File: config.mk
export PLATFORM = sky130hd
export DESIGN_NAME = pc_gen
export DESIGN_NICKNAME = d
export VERILOG_FILES = /design/src/rtl/pc_gen.sv
export SDC_FILE = /design/constraint.sdc
export NUM_CORES = 1
export LEC_CHECK = 0
export CAP_MARGIN = 15
export CORE_UTILIZATION = 50
export CTS_CLUSTER_DIAMETER = 40
export DETAILED_ROUTE_END_ITERATION = 10
export HOLD_SLACK_MARGIN = 0.1
export PLACE_DENSITY = 0.86
export SETUP_SLACK_MARGIN = 0.05
export SYNTH_ARGS = -nofsm -noshare
export SYNTH_HDL_FRONTEND = slang
export SYNTH_SLANG_ARGS = --single-unit
File: constraint.sdc
create_clock -name clk -period 3.2 [get_ports clk]
set_input_delay 0.32 -clock clk [delete_from_list [all_inputs] [get_ports clk]]
set_output_delay 0.32 -clock clk [all_outputs]
set_load 0.02 [all_outputs]
File: src/rtl/pc_gen.sv
// rtl/pc_gen.sv - fetch program counter with stall-captured branch, flush redirect and target alignment check
module pc_gen #(
    parameter int unsigned          ADDR_W      = 32,
    parameter logic [ADDR_W-1:0]    RESET_PC    = '0,
    parameter int unsigned          STEP        = 4,
    parameter int unsigned          STALL_W     = 6,
    parameter bit                   ALIGN_CHECK = 1'b1
) (
    input  logic                clk,
    input  logic                rst,
    input  logic [STALL_W-1:0]  stall,
    input  logic                flush_i,
    input  logic [ADDR_W-1:0]   new_pc_i,
    input  logic                branch_flag_i,
    input  logic [ADDR_W-1:0]   branch_addr_i,
    output logic [ADDR_W-1:0]   pc,
    output logic                ce,
    output logic                pend_o,
    output logic                addr_err_o
);

    typedef enum logic {OFF = 1'b0, RUN = 1'b1} state_t;

    localparam bit              ALIGN_EN  = ALIGN_CHECK && (STEP > 1);
    localparam logic [ADDR_W-1:0] LOW_BITS = ALIGN_EN ? ADDR_W'(STEP - 1) : '0;
    localparam logic [ADDR_W-1:0] STEP_W   = ADDR_W'(STEP);

    state_t              state_q, state_d;
    logic [ADDR_W-1:0]   pc_q, pc_d;
    logic [ADDR_W-1:0]   pend_addr_q, pend_addr_d;
    logic                pend_q, pend_d;
    logic                err_q, err_d;
    logic                ce_q, ce_d;

    // Only stall[0] matters here; the upper pipeline bits belong to later stages.
    logic                unused_stall;
    assign unused_stall = ^stall;

    logic [ADDR_W-1:0]   new_pc_al, branch_al;
    logic                new_pc_bad, branch_bad;

    assign new_pc_al  = new_pc_i & ~LOW_BITS;
    assign branch_al  = branch_addr_i & ~LOW_BITS;
    assign new_pc_bad = |(new_pc_i & LOW_BITS);
    assign branch_bad = |(branch_addr_i & LOW_BITS);

    always_comb begin
        state_d     = state_q;
        pc_d        = pc_q;
        pend_addr_d = pend_addr_q;
        pend_d      = pend_q;
        err_d       = 1'b0;
        ce_d        = 1'b0;
        unique case (state_q)
            OFF: begin
                state_d = RUN;
                ce_d    = 1'b1;
                pc_d    = RESET_PC;
            end
            RUN: begin
                ce_d = 1'b1;
                if (flush_i) begin
                    pc_d   = new_pc_al;
                    pend_d = 1'b0;
                    err_d  = new_pc_bad;
                end else if (stall[0]) begin
                    if (branch_flag_i) begin
                        pend_addr_d = branch_al;
                        pend_d      = 1'b1;
                        err_d       = branch_bad;
                    end
                end else if (branch_flag_i) begin
                    pc_d   = branch_al;
                    pend_d = 1'b0;
                    err_d  = branch_bad;
                end else if (pend_q) begin
                    // Captured address was already aligned (and flagged) when stored.
                    pc_d   = pend_addr_q;
                    pend_d = 1'b0;
                end else begin
                    pc_d = pc_q + STEP_W;
                end
            end
            default: state_d = OFF;
        endcase
    end

    always_ff @(posedge clk) begin
        if (rst) begin
            state_q     <= OFF;
            ce_q        <= 1'b0;
            pc_q        <= RESET_PC;
            pend_q      <= 1'b0;
            pend_addr_q <= '0;
            err_q       <= 1'b0;
        end else begin
            state_q     <= state_d;
            ce_q        <= ce_d;
            pc_q        <= pc_d;
            pend_q      <= pend_d;
            pend_addr_q <= pend_addr_d;
            err_q       <= err_d;
        end
    end

    assign pc         = pc_q;
    assign ce         = ce_q;
    assign pend_o     = pend_q;
    assign addr_err_o = err_q;

endmodule

==> run metrics <==
outcome finished clean; total wire length 12700 µm; CTS resizes 0; Post-Syn Area 3840 µm²; Post-CTS Hold Buffers 0; final hold vios 0; DP HPWL 8940 µm; final std cells w/o fill 726; unrepaired setup endpoints after global routing no; total chip power 1930 µW; critical path capture point type flop; Port Buffers 101; Synth area leader dfxtp_1; top cells by area, synth dfxtp_1 (33%), nand2_1 (10%), a21oi_1 (8.5%), o21ai_0 (4.8%), nand3_1 (3.4%); Pre-antenna DRT Iters 7; H-tree depth 3; clk_lat worst skew 360 ps; Filler cells 590; TritonCTS clock tree done; Final TNS setup 0 ps; share of layout cells above drive strength 1 0.0670; Row Count 31; Post-synth EDFFs 0; post-route setup slack 790 ps; GRT overflow 0; DR vias/cell 6.13; Setup CP Type flop to flop; wire per inst 17.5 µm; skew final 14.2 ps; first-pass GRT wire length 19800 µm; Tot GR Track Use 0.328; Critical R2R Capture pc[26]$_SDFFE_PP0P_; Startpoint Class flop; ys flop type dfxtp_1; Synth-to-Final Area Change 32.9%; total of max-cap violations 0; antenna violations before repair 0; crit path buf inv count 0; count leader, synth nand2_1; CP delay by family, top simple AND/OR/NAND/NOR gates; Warnings, synthesis 0; Achievable Freq 415 MHz; pre-CTS setup slack 786 ps; post-synthesis sequential area ratio 0.329; post-route ant nets 0; largest net degree at the start of global routing 46; r2r setup slk 790 ps; buffers inserted by post-CTS timing repair 0; Die Span Y 89.6 µm; number of global-route vias before repair 4086; worst-path cell chain ha_1 -> nand3_1 -> or3_1 -> o31ai_1 -> or3b_1 -> o2bb2ai_1; crit path max fanout 8; Crit. Startpoint pc[2]$_SDFFE_PP0P_; Clock Tree Buf Depth 2; final net count 697; drt drc 0; Hold/Removal Path Class flop to flop; max-slew violation count 0; initial drt markers 464; DR vias 4450; RePlAce Congestion 0.921; worst r2r src pc[2]$_SDFFE_PP0P_; diode count 0; synth cell count leaders nand2_1 (102), a21oi_1 (65), dfxtp_1 (63), o21ai_0 (37), clkbuf_1 (34); Final setup viols 0; dpl cells 710; worst reg-to-reg path cell count 6; Setup crit end pc[26]$_SDFFE_PP0P_; Core ar. 7330 µm²; PD cells 378 nW/µm²; Pleak 0.00172 µW; Worst-path clk slew 70 ps; cell count along the critical path 6; post-synth cell types 62; worst slew pin tran 901 ps; starting density of the core 0.524; asr flop ratio synth 0; clk root buf clkbuf_8; CP arrival 2640 ps; slowest stage delay, CP 570 ps; CTS buffer count 9; Chip Width 89.6 µm; flops & latches, synth 63; Die Area 8030 µm²; Avg Cell Area, Syn 7.19 µm²; fin crit period 2410 ps; Max VDD drop 234 µV; Tcrit/Tclk final 0.753; Worst slew margin 0.398; Worst path slowest cell or3_1; Sink Count 63; Data required, critical path 3430 ps; post-synthesis cell count 534; area fraction of the dominant cell type after synthesis 0.329; Ports 109
-- area by class of cell --
cell class              instances  area [µm²]  area share
clock inverters                 6        61.3      0.0120
flip-flops and latches         63        1260       0.247
well taps                      99         124      0.0243
clock buffers                  10         128      0.0250
inverters                      12        45.0     0.00883
repair buffers                118        1130       0.222
multi-input cells             418        2350       0.461
-- cells by family after synthesis --
logic type	Yosys count	share of synthesized area
AO/OA/AOI/OAI	163	0.260
XOR/XNOR	12	0.0274
adder cells (fa/ha/maj)	1	0.00326
buffers and inverters	54	0.0603
flip-flops	63	0.329
multiplexers	12	0.0316
other	1	0.000977
AND/OR/NAND/NOR	228	0.287
-- metal layers --
metal / part of all wire / GRT usage
met2: 0.46 / 0.515
met3: 0.093 / 0.0530
met4: 0.026 / 0.149
met5: 0 / 0
met1: 0.42 / 0.444
-- worst min path at each step --
stage	start	endpoint	slack [ps]	cells past startpoint
final	pend_addr_q[30]$_SDFFE_PP0P_	pend_addr_q[30]$_SDFFE_PP0P_	460	2
after global routing	pend_addr_q[22]$_SDFFE_PP0P_	pend_addr_q[22]$_SDFFE_PP0P_	480	2
after CTS	pend_addr_q[10]$_SDFFE_PP0P_	pend_addr_q[10]$_SDFFE_PP0P_	460	2
after detailed placement	pend_addr_q[10]$_SDFFE_PP0P_	pend_addr_q[10]$_SDFFE_PP0P_	440	2
after global placement	pend_addr_q[29]$_SDFFE_PP0P_	pend_addr_q[29]$_SDFFE_PP0P_	440	2
after floorplan	pend_addr_q[10]$_SDFFE_PP0P_	pend_addr_q[10]$_SDFFE_PP0P_	430	2
-- cells in the final DEF, fill, tap and decap left out, drive strengths merged, types with 5 or more instances in the layout --
cell type	synthesis	layout
clkinv	2	6
o21ai	37	37
nor2b	10	10
nand3	26	26
xor2	9	9
nor3b	6	6
o211ai	7	7
nand2	102	102
nand2b	15	15
nor2	23	23
clkbuf	35	10
nor4	7	7
inv	10	10
a21oi	65	65
buf	7	18
nand4	11	11
mux2i	11	11
a31oi	5	5
a211oi	9	9
dfxtp	63	63
o31ai	5	5
clkdlybuf4s50	0	100
nor3	14	14
-- worst register-to-register path, stage by stage, from the launching register on --
cell and delay [ps]:
dfxtp_1 460, ha_1 230, nand3_1 270, or3_1 570, o31ai_1 250, or3b_1 370, o2bb2ai_1 130
-- flip-flops by register name (all words and copies together) (netlist names) --
signal / flops
pc: 30
pend_addr_q: 30
pend_o: 1
ce: 1
addr_err_o: 1
-- stage by stage --
| step | instance area [µm²] | hold slack [ps] | utilization |
|---|---|---|---|
| global placement | 4910 | 436 | 0.670 |
| CTS | 5100 | 455 | 0.696 |
| detailed placement | 4910 | 445 | 0.670 |
| finish | 5100 | 456 | 0.696 |
| floorplan | 3840 | 431 | - |
| global route | 5100 | 477 | 0.696 |
-- power breakdown --
part | internal [µW] | switching [µW] | total, µW
clock network | 357 | 335 | 692
registers | 812 | 45.9 | 858
logic | 186 | 192 | 378
total | 1360 | 573 | 1930
Note: power is estimated with default switching activity, not from simulation.
